==> config.mk <==
export PLATFORM = sky130hd
export DESIGN_NAME = full_adder_bist_flat
export DESIGN_NICKNAME = d
export VERILOG_FILES = /design/src/rtl/full_adder_bist_if.sv /design/src/rtl/full_adder_bist.sv /design/src/flat_wrapper.sv
export SDC_FILE = /design/constraint.sdc
export NUM_CORES = 1
export LEC_CHECK = 0
export CORE_MARGIN = 2
export CORE_UTILIZATION = 44
export DETAILED_ROUTE_END_ITERATION = 8
export PLACE_DENSITY_LB_ADDON = 0.25
export SLEW_MARGIN = 15
export SYNTH_ARGS = -nofsm -noshare
export SYNTH_HDL_FRONTEND = slang
export SYNTH_SLANG_ARGS = --single-unit
==> constraint.sdc <==
create_clock -name clk -period 1.9 [get_ports clk]
set_clock_uncertainty 0.1 [all_clocks]
set_input_delay 0.38 -clock clk [delete_from_list [all_inputs] [get_ports clk]]
set_output_delay 0.38 -clock clk [all_outputs]
set_load 0.02 [all_outputs]
==> src/rtl/full_adder_bist_if.sv <==
// Connection bundle between the BIST controller and the adder it exercises.
// The master side is the BIST: it drives the adder inputs and the status outputs.
interface full_adder_bist_if;
  logic       start;
  logic       a;
  logic       b;
  logic       carryIn;
  logic       sum;
  logic       carryOut;
  logic       busy;
  logic       done;
  logic       pass;
  logic [3:0] errorCount;
  logic       firstFailValid;
  logic [2:0] firstFailVector;

  modport master (
    input  start, sum, carryOut,
    output a, b, carryIn, busy, done, pass,
           errorCount, firstFailValid, firstFailVector
  );

  modport slave (
    output start, sum, carryOut,
    input  a, b, carryIn, busy, done, pass,
           errorCount, firstFailValid, firstFailVector
  );
endinterface

==> src/rtl/full_adder_bist.sv <==
// Built-in self-test for a single-bit full adder: steps all eight input
// vectors, holds each SETTLE_CYCLES+1 cycles, checks the response against the
// truth table, and keeps an error count and the first failing vector.
//
//   state | meaning
//   IDLE  | after reset, adder inputs parked at 000, waiting for start
//   RUN   | applying vector v, settle timer counting down to the sample cycle
//   DONE  | results held, inputs parked at 000, start launches a fresh run
module full_adder_bist #(
  parameter int SETTLE_CYCLES = 3
) (
  input logic               clk,
  input logic               reset,
  full_adder_bist_if.master bus
);

  localparam logic [3:0] SETTLE_LOAD = 4'(SETTLE_CYCLES);

  typedef enum logic [1:0] {IDLE, RUN, DONE} state_t;

  state_t     state, state_next;
  logic [2:0] v, v_next;
  logic [3:0] settle_cnt, settle_next;
  logic [3:0] err_cnt, err_next;
  logic       ff_valid, ff_valid_next;
  logic [2:0] ff_vec, ff_vec_next;

  logic exp_sum, exp_carry, mismatch, settle_tc;

  assign exp_sum   = v[2] ^ v[1] ^ v[0];
  assign exp_carry = (v[2] & v[1]) | (v[2] & v[0]) | (v[1] & v[0]);
  assign mismatch  = (bus.sum != exp_sum) || (bus.carryOut != exp_carry);
  assign settle_tc = (settle_cnt == 4'd0);

  // Next-state and datapath updates; everything holds unless a branch says otherwise.
  always_comb begin
    state_next    = state;
    v_next        = v;
    settle_next   = settle_cnt;
    err_next      = err_cnt;
    ff_valid_next = ff_valid;
    ff_vec_next   = ff_vec;
    case (state)
      IDLE, DONE: begin
        if (bus.start) begin
          state_next    = RUN;
          v_next        = 3'd0;
          settle_next   = SETTLE_LOAD;
          err_next      = 4'd0;
          ff_valid_next = 1'b0;
          ff_vec_next   = 3'd0;
        end
      end
      RUN: begin
        if (!settle_tc) begin
          settle_next = settle_cnt - 4'd1;
        end else begin
          if (mismatch) begin
            err_next = err_cnt + 4'd1;
            if (!ff_valid) begin
              ff_valid_next = 1'b1;
              ff_vec_next   = v;
            end
          end
          if (v == 3'd7) begin
            // v returns to 0 so the adder inputs are parked while DONE
            state_next = DONE;
            v_next     = 3'd0;
          end else begin
            v_next      = v + 3'd1;
            settle_next = SETTLE_LOAD;
          end
        end
      end
      default: state_next = IDLE;
    endcase
  end

  // State and result registers with synchronous reset.
  always_ff @(posedge clk) begin
    if (reset) begin
      state      <= IDLE;
      v          <= 3'd0;
      settle_cnt <= 4'd0;
      err_cnt    <= 4'd0;
      ff_valid   <= 1'b0;
      ff_vec     <= 3'd0;
    end else begin
      state      <= state_next;
      v          <= v_next;
      settle_cnt <= settle_next;
      err_cnt    <= err_next;
      ff_valid   <= ff_valid_next;
      ff_vec     <= ff_vec_next;
    end
  end

  // Adder inputs come straight from the vector register, so they never glitch.
  assign bus.a               = v[2];
  assign bus.b               = v[1];
  assign bus.carryIn         = v[0];
  assign bus.busy            = (state == RUN);
  assign bus.done            = (state == DONE);
  assign bus.pass            = (state == DONE) && (err_cnt == 4'd0);
  assign bus.errorCount      = err_cnt;
  assign bus.firstFailValid  = ff_valid;
  assign bus.firstFailVector = ff_vec;

endmodule

==> src/flat_wrapper.sv <==
// flat-port wrapper written by rule: the top's interface ports become plain ports
module full_adder_bist_flat 
#(
  parameter int SETTLE_CYCLES = 3
)
  (clk, reset, bus_start, bus_sum, bus_carryOut, bus_a, bus_b, bus_carryIn, bus_busy, bus_done, bus_pass, bus_errorCount, bus_firstFailValid, bus_firstFailVector);
  full_adder_bist_if bus_i ();
  input logic clk;
  input logic reset;
  input wire logic [$bits(bus_i.start)-1:0] bus_start;
  input wire logic [$bits(bus_i.sum)-1:0] bus_sum;
  input wire logic [$bits(bus_i.carryOut)-1:0] bus_carryOut;
  output wire logic [$bits(bus_i.a)-1:0] bus_a;
  output wire logic [$bits(bus_i.b)-1:0] bus_b;
  output wire logic [$bits(bus_i.carryIn)-1:0] bus_carryIn;
  output wire logic [$bits(bus_i.busy)-1:0] bus_busy;
  output wire logic [$bits(bus_i.done)-1:0] bus_done;
  output wire logic [$bits(bus_i.pass)-1:0] bus_pass;
  output wire logic [$bits(bus_i.errorCount)-1:0] bus_errorCount;
  output wire logic [$bits(bus_i.firstFailValid)-1:0] bus_firstFailValid;
  output wire logic [$bits(bus_i.firstFailVector)-1:0] bus_firstFailVector;
  assign bus_i.start = bus_start;
  assign bus_i.sum = bus_sum;
  assign bus_i.carryOut = bus_carryOut;
  assign bus_a = bus_i.a;
  assign bus_b = bus_i.b;
  assign bus_carryIn = bus_i.carryIn;
  assign bus_busy = bus_i.busy;
  assign bus_done = bus_i.done;
  assign bus_pass = bus_i.pass;
  assign bus_errorCount = bus_i.errorCount;
  assign bus_firstFailValid = bus_i.firstFailValid;
  assign bus_firstFailVector = bus_i.firstFailVector;
  full_adder_bist #(.SETTLE_CYCLES(SETTLE_CYCLES)) u_core (.clk(clk), .reset(reset), .bus(bus_i));
endmodule
==> results of run 1 <==
-- what timing repair did --
item | 4_1_cts | 5_1_grt
gates resized for setup | 5 | 11
setup endpoints to repair | 6 | 11
pin swaps | 2 | 7
hold buffers | 0 | 0
buffers inserted | 1 | 0
-- stage by stage --
stage	instances	setup WS, ps	hold WS, ps	power, W	utilization
5_1_grt	171	-101	411	0.000833	0.669
3_5_place_dp	166	-34.9	372	0.000589	0.641
3_3_place_gp	166	10.0	361	0.000581	0.641
2_1_floorplan	106	-43.5	398	0.000507	-
6_report	171	6.35	383	0.000788	0.669
4_1_cts	171	-44.2	388	0.000788	0.657
-- worst reg2reg max path, stage by stage (launching register included) --
cell and delay, ps:
dfxtp_2 340, fa_1 520, xor2_2 200, buf_4 150
o211ai_1 230, buf_4 170, o22ai_1 60
-- how the worst max path moves through the flow --
| stage | endpoint | slack, ps | cells past startpoint |
|---|---|---|---|
| 3_3_place_gp | u_core.bus.errorCount[3] | 10 | 6 |
| 4_1_cts | u_core.bus.errorCount[1] | -40 | 5 |
| 3_5_place_dp | u_core.bus.errorCount[3] | -30 | 6 |
| 5_1_grt | u_core.bus.errorCount[3] | -100 | 6 |
| 6_report | u_core.bus.errorCount[0] | 6 | 6 |
| 2_1_floorplan | u_core.bus.errorCount[1] | -40 | 5 |
-- final cells by class --
| cell class | instances | share of cell area |
|---|---|---|
| Multi-Input combinational cell | 80 | 0.439 |
| Sequential cell | 17 | 0.261 |
| Timing Repair Buffer | 35 | 0.230 |
| Tap cell | 27 | 0.0255 |
| Inverter | 8 | 0.0245 |
| Clock buffer | 4 | 0.0198 |
-- synthesized netlist by cell type, types with 3 or more instances --
library cell   n
dfxtp_1       17
nand2b_1       3
o21ai_0        7
nand3_1        4
ha_1           6
a21oi_1        7
nand2_1        8
or3_1          3
a32oi_1        3
inv_1          6
nor2_1         9
-- logic make-up after synthesis --
| group | Yosys count |
|---|---|
| DFF | 17 |
| buffers and inverters | 9 |
| and+or+nand+nor | 41 |
| adders and majority gates | 7 |
| xor gates and xnor gates | 2 |
| AOI/OAI and AO/OA | 30 |
-- where the power goes --
group	leakage, nW	internal, W	switching, W	total [W]
combinational	0.412	0.0000943	0.000111	0.000205
clock	0.0150	0.0000818	0.000117	0.000199
sequential	0.140	0.000371	0.0000135	0.000384
-- metal layers --
layer / global-route usage / up-vias / part of all wire
met5: 0 / - / 0
met2: 0.351 / 34 / 0.47
li1: - / 466 / -
met4: 0.0833 / 0 / 0.017
met1: 0.267 / 419 / 0.46
met3: 0.0212 / 5 / 0.049
-- flip-flops by register name, indices dropped and copies added, names as in the netlist --
signal,cells
u_core.bus.firstFailValid,1
u_core.settle_cnt,4
u_core.v,3
u_core.bus.firstFailVector,3
u_core.state,2
u_core.bus.errorCount,4
==> results.toml, run 1 <==
[setup_path]
startpoint_type = "flop"
rrSetupSlack_ps = 6
crit_family = "adder cells"
cpMostUsedCell = "buf_4"
worstPathArrival_ps = 1970
crit_path_end_kind = "flop"
max_stage_delay_ps = 520
r2r-start = "u_core.v[0]"
ff2ff_path_depth = 6
critPathKind = "reg -> reg"
rr_endpoint = "u_core.bus.errorCount[0]"
worst_ep_required_time_ps = 1980
crit_path_start = "u_core.v[0]"
path_cells = "fa_1 > xor2_2 > buf_4 > o211ai_1 > buf_4 > o22ai_1"
crit_buf_inv = 2
crit_slowest_cell = "fa_1"
worstPathMaxFanout = 3

[routing]
viasPerCell = 5.40
postRouteAntennaNets = 0
routed_wl_mm = 2.32
routedWlPerCell_um = 13.5
vias = 924
drt_iter0_drc = 24
route.detailed.drc = 0
firstDrtPassIters = 4

[grt]
grt_pass1_wl_mm = 3.94
grt_util_all_layers = 0.207
first_global_vias = 895
grt_max_degree = 12
antenna_found_initial = 0
gr-total-overflow = 0

[synthesis]
synth_compound_area_frac = 0.212
yosysUniqueCellTypes = 39
netlist_area_sq_um = 935
synth_top_area_cell = "dfxtp_1"
synth_warnings = 0
muxShareOfSynthArea = 0
synth_edf_count = 0
yosysSeqAreaShare = 0.364
async_flop_share = 0
ys_seq_elements = 17
synthFlopType = "dfxtp_1"
synthAdderAreaFrac = 0.102
netlist_instances = 106
synth_top_area_frac = 0.364
synth_area_per_cell_sq_um = 8.82
synth_xor_area_frac = 0.0187
synth_fp_nets = 118
synth_area_leaders = "dfxtp_1, ha_1, a21oi_1"
synthSimpleGateAreaFrac = 0.257
synth_top_family_by_area = "simple AND/OR/NAND/NOR gates"

[worst_hold_path]
hold_end = "u_core.bus.firstFailVector[2]"
hp-class = "reg -> reg"
hold_path.startpoint = "u_core.bus.firstFailVector[2]"
whs_path_depth = 2

[cts]
clock_insertion_delay_worst_skew_ps = 300
cts_max_level = 1
cts_made_buffers = 3
cts_buffer_depth = 2
clkSinkCount = 17
cts_tree = "done"
cts-root-buf = "clkbuf_4"
clkTransAtPathRegs_ps = 90

[sta]
final.min_clock_period_ps = 1890
hold_viol = 0
rsz0062_at_grt = "yes"
finalSetupViolCount = 0
finalMaxSlewViolations = 0
post-route-period-util = 0.997
tns_ps = 0
max_freq_mhz = 528
worst-slew-pin-transition_ps = 338
slew_headroom = 0.771

[final_layout]
multi_input_area_sq_um = 582
final_cell_mix = "buf_4, dfxtp_1, clkdlybuf4s50_1"
final_nets = 157
drive_gt1_frac = 0.243
num-fill-cells = 161
final_common_cell = "buf_4"
register_area_sq_um = 347
diodes = 0
fin_area_sq_um = 1330
syn2layout_area_growth_pct = 41.9

[flow_run]
drv_cap = 0

[die]
core_sq_um = 1980
pin_count = 19
rows = 16
die_y_um = 50.1
die_area_sq_um = 2510
start_util = 0.472
dieWidth_um = 50.1

[outcome]
status = "finished clean"

[placed_design]
place.gp.congestion = 0.793
portBuffers = 18
place_area_sq_um = 1270
dp_hpwl_mm = 1.79

[power]
powerDensity_nw_per_um2 = 594
power_leakage_nw = 0.567
vdd_drop_max_v = 0.000378
Power figures use the tool's default switching activity.
==> inputs of run 2 (changes only) <==
CORE_MARGIN = 1.5   (was 2)
==> run 2 against run 1 <==
Effect of this change: the run now ends with setup timing left; core utilization increased by 0.50 points; maximum frequency decreased by 0.82%; setup slack got worse by 16 ps; via count increased by 2.1%; final cell count rose by 0.58%; cell area up 0.75%; sequential share of layout area is 0.20 points lower; global-route usage rose by 1.4 points; sequential power about the same; clock power barely moved; die area decreased by 4.0%; largest power group unchanged; register-to-register slack worse by 20 ps.
==> results.toml, run 2 (same netlist as run 1, synthesis figures left out) <==
[routing]
vias = 943
drt_iter0_drc = 28
postRouteAntennaNets = 0
routedWlPerCell_um = 13.6
routed_wl_mm = 2.34
firstDrtPassIters = 4
viasPerCell = 5.48
route.detailed.drc = 0

[power]
powerDensity_nw_per_um2 = 591
power.total_w = 0.000789
vdd_drop_max_v = 0.000365
power_leakage_nw = 0.584

[grt]
first_global_vias = 911
grt_util_all_layers = 0.222
gr-total-overflow = 0
grt_pass1_wl_mm = 4.07
antenna_found_initial = 0
grt_max_degree = 11

[sta]
worst_slack_ps = -9.37
post-route-period-util = 1.00
worst-slew-pin-transition_ps = 371
finalSetupViolCount = 1
finalMaxSlewViolations = 0
hold_viol = 0
max_freq_mhz = 524
final.min_clock_period_ps = 1910
rsz0062_at_grt = "yes"
slew_headroom = 0.749
tns_ps = -9.37

[final_layout]
final_common_cell = "buf_4"
drive_gt1_frac = 0.255
fin_area_sq_um = 1340
final_cell_mix = "buf_4, dfxtp_1, clkdlybuf4s50_1"
syn2layout_area_growth_pct = 43.0
multi_input_area_sq_um = 582
final_nets = 158
num-fill-cells = 158
final_util = 0.674
diodes = 0
register_area_sq_um = 347

[worst_hold_path]
hp-class = "reg -> reg"
whs_path_depth = 2

[cts]
cts_tree = "done"
clkSinkCount = 17
clkTransAtPathRegs_ps = 100
cts-root-buf = "clkbuf_4"
clock_insertion_delay_worst_skew_ps = 280
cts_made_buffers = 3
cts_max_level = 1
cts_buffer_depth = 2

[die]
start_util = 0.472
dieWidth_um = 49.1
die_area_sq_um = 2410
core_sq_um = 1980
pin_count = 19
rows = 16
die_y_um = 49.1

[placed_design]
portBuffers = 18
place.gp.congestion = 0.785
place_area_sq_um = 1280
dp_hpwl_mm = 1.75
place_ws_ps = -10.8

[outcome]
violations = "setup timing"
status = "finished, violations left"

[setup_path]
critPathKind = "reg -> reg"
crit_path_end_kind = "flop"
worst_ep_required_time_ps = 2000
ff2ff_path_depth = 5
path_cells = "fa_1 > xor2_2 > nor2_1 > or4_1 > o31ai_1"
startpoint_type = "flop"
worstPathMaxFanout = 2
worstPathArrival_ps = 2010
crit_slowest_cell = "fa_1"
max_stage_delay_ps = 580

[flow_run]
drv_cap = 0
run 2: cell count changes in the layout (fill, tap and decap cells not counted), sizes merged:
cell and change:
clkdlybuf4s50 -1, dlymetal6s2s +1, buf +1
run 2: repair_timing:
action	CTS	global route
resized for setup	3	13
setup buffers	0	1
hold buffers	0	0
pin swaps	1	3
setup endpoints to repair	4	13
run 2: area by class of cell:
| type | instances | share of cell area |
|---|---|---|
| Multi-Input combinational cell | 80 | 0.435 |
| Sequential cell | 17 | 0.259 |
| Timing Repair Buffer | 36 | 0.236 |
| Tap cell | 27 | 0.0253 |
| Inverter | 8 | 0.0243 |
| Clock buffer | 4 | 0.0197 |
run 2: per-stage QoR:
stage               hold WS, ps  std cells
detailed placement          372        167
floorplan                   398        106
CTS                         387        171
global placement            361        167
global route                452        172
finish                      374        172
run 2: worst paths after layout:
path                                               startpoint                             to  slack, ps
worst min-delay path            u_core.bus.firstFailVector[0]  u_core.bus.firstFailVector[0]        370
worst max-delay path                              u_core.v[0]       u_core.bus.errorCount[1]         -9
worst min register to register  u_core.bus.firstFailVector[0]  u_core.bus.firstFailVector[0]        370
worst max register to register                    u_core.v[0]       u_core.bus.errorCount[1]         -9
run 2: critical path: cells and delay by family (launching register included):
kind                     cells  cell delay [ps]
flip-flops                   1              340
AND/OR/NAND/NOR              2              570
XOR/XNOR                     1              160
adder cells (fa/ha/maj)      1              580
AO/OA/AOI/OAI                1               80
run 2: report_power, final:
part           switching, W  internal (W)  total, W
Sequential        0.0000141      0.000371  0.000385
Clock              0.000115     0.0000814  0.000197
Combinational      0.000112     0.0000961  0.000208
Total              0.000241      0.000548  0.000789
run 2: metal layers:
layer  up-vias  routed length [um]  track usage
li1        471                   -            -
met1       450                1080        0.298
met2        20                1170        0.360
met3         2                  77       0.0399
met4         0                  12       0.0667
met5         -                   0            0
==> inputs of run 3 (changes only) <==
PLACE_DENSITY_LB_ADDON = 0.3   (was 0.25)
SLEW_MARGIN = unset   (was 15)
==> run 3 against run 2 <==
Effect of this change: the run still ends with setup timing left; combinational power shrank 2%; worst hold slack better by 7.4 ps; sequential power is essentially flat; largest cell class unchanged; non-clock buffer count down 1; largest power group unchanged; core utilization shrank 0.44 points.
==> results.toml, run 3 (same netlist as run 1, synthesis figures left out) <==
[sta]
worst_slack_ps = -75.7
max_freq_mhz = 506
finalSetupViolCount = 4
final.min_clock_period_ps = 1980
worst-slew-pin-transition_ps = 363
finalMaxSlewViolations = 0
rsz0062_at_grt = "yes"
hold_viol = 0
tns_ps = -123
slew_headroom = 0.755
post-route-period-util = 1.04
hold_slack_ps = 381

[setup_path]
path_cells = "fa_1 > xor2_2 > nor2_1 > or4_1 > o31ai_2"
crit_slowest_cell = "fa_1"
crit_family = "simple AND/OR/NAND/NOR gates"
critPathKind = "reg -> reg"
worst_ep_required_time_ps = 2020
worstPathMaxFanout = 2
crit_path_end_kind = "flop"
worstPathArrival_ps = 2090
max_stage_delay_ps = 580
crit_buf_inv = 0
startpoint_type = "flop"

[routing]
firstDrtPassIters = 4
routedWlPerCell_um = 13.5
viasPerCell = 5.38
routed_wl_mm = 2.31
drt_iter0_drc = 23
vias = 920
route.detailed.drc = 0
postRouteAntennaNets = 0

[grt]
grt_util_all_layers = 0.196
met1_usage = 0.254
use_met2 = 0.327
grtUsageMet3 = 0.0215
grt_pass1_wl_mm = 3.75
grt_max_degree = 11
grt_busiest_layer = "met2"
first_global_vias = 861
gr-total-overflow = 0
antenna_found_initial = 0

[flow_run]
drv_cap = 0

[cts]
cts_buffer_depth = 2
cts_max_level = 1
cts-root-buf = "clkbuf_4"
cts_made_buffers = 3
hold_buffers = 0
clkTransAtPathRegs_ps = 110
clock_insertion_delay_worst_skew_ps = 300
clkSinkCount = 17
cts_tree = "done"

[power]
powerDensity_nw_per_um2 = 597
vdd_drop_max_v = 0.000510
power_leakage_nw = 0.573

[final_layout]
final_common_cell = "buf_4"
final_nets = 157
final_cell_mix = "buf_4, dfxtp_1, clkdlybuf4s50_1"
drive_gt1_frac = 0.250
syn2layout_area_growth_pct = 42.0
diodes = 0

[outcome]
status = "finished, violations left"
violations = "setup timing"

[die]
pin_count = 19
die_y_um = 49.1
die_area_sq_um = 2410
rows = 16
core_sq_um = 1980
start_util = 0.472
dieWidth_um = 49.1

[placed_design]
place_ws_ps = -18.5
portBuffers = 18
place.gp.congestion = 0.783
dp_hpwl_mm = 1.71

[worst_hold_path]
hp-class = "reg -> reg"
run 3: cell types whose count changed in the layout (fill, tap and decap cells not counted), sizes merged:
cell,delta
dlymetal6s2s,-1
buf,-1
clkdlybuf4s50,+1
run 3: area by class of cell:
class	instances	area [sq um]
flip-flops and latches	17	347
well taps	27	33.8
repair buffers	35	305
fillers	156	654
multi-input cells	80	583
clock buffers	4	26.3
inverters	8	32.5
run 3: per-stage QoR:
step | cells | power, W | instance area, sq um | util
after global routing | 171 | 0.000830 | 1330 | 0.670
after CTS | 170 | 0.000784 | 1290 | 0.653
after detailed placement | 166 | 0.000585 | 1270 | 0.641
final | 171 | 0.000792 | 1330 | 0.670
after global placement | 166 | 0.000580 | 1270 | 0.641
after floorplan | 106 | 0.000507 | 948 | -
run 3: what timing repair did:
item,CTS,global route
endpoints found under the setup margin,6,11
resized for setup,4,11
pin swaps,1,2
cloned,0,0
buffers inserted,0,1
run 3: report_power, final:
part	internal, W	leakage, nW	switching [W]	total [W]
combinational	0.0000945	0.418	0.000108	0.000203
clock	0.0000819	0.0150	0.000123	0.000205
sequential	0.000371	0.140	0.0000138	0.000384
total	0.000547	0.573	0.000245	0.000792
run 3: routing by layer:
layer	up-vias	part of all wire	routed length, um
met3	4	0.047	109
met5	-	0	0
li1	464	-	-
met2	32	0.49	1130
met4	0	0.010	23
met1	420	0.45	1050
run 3: worst min-delay path: stages, from the launching register on:
cell	delay (ps)
dfxtp_1	340
nand2_1	50
o21ai_0	60
run 3: worst paths after layout:
path                                 start                            end  slack [ps]  cells after the start
max                            u_core.v[0]       u_core.bus.errorCount[1]         -80                      5
min          u_core.bus.firstFailVector[0]  u_core.bus.firstFailVector[0]         380                      2
max reg2reg                    u_core.v[0]       u_core.bus.errorCount[1]         -80                      5
min reg2reg  u_core.bus.firstFailVector[0]  u_core.bus.firstFailVector[0]         380                      2
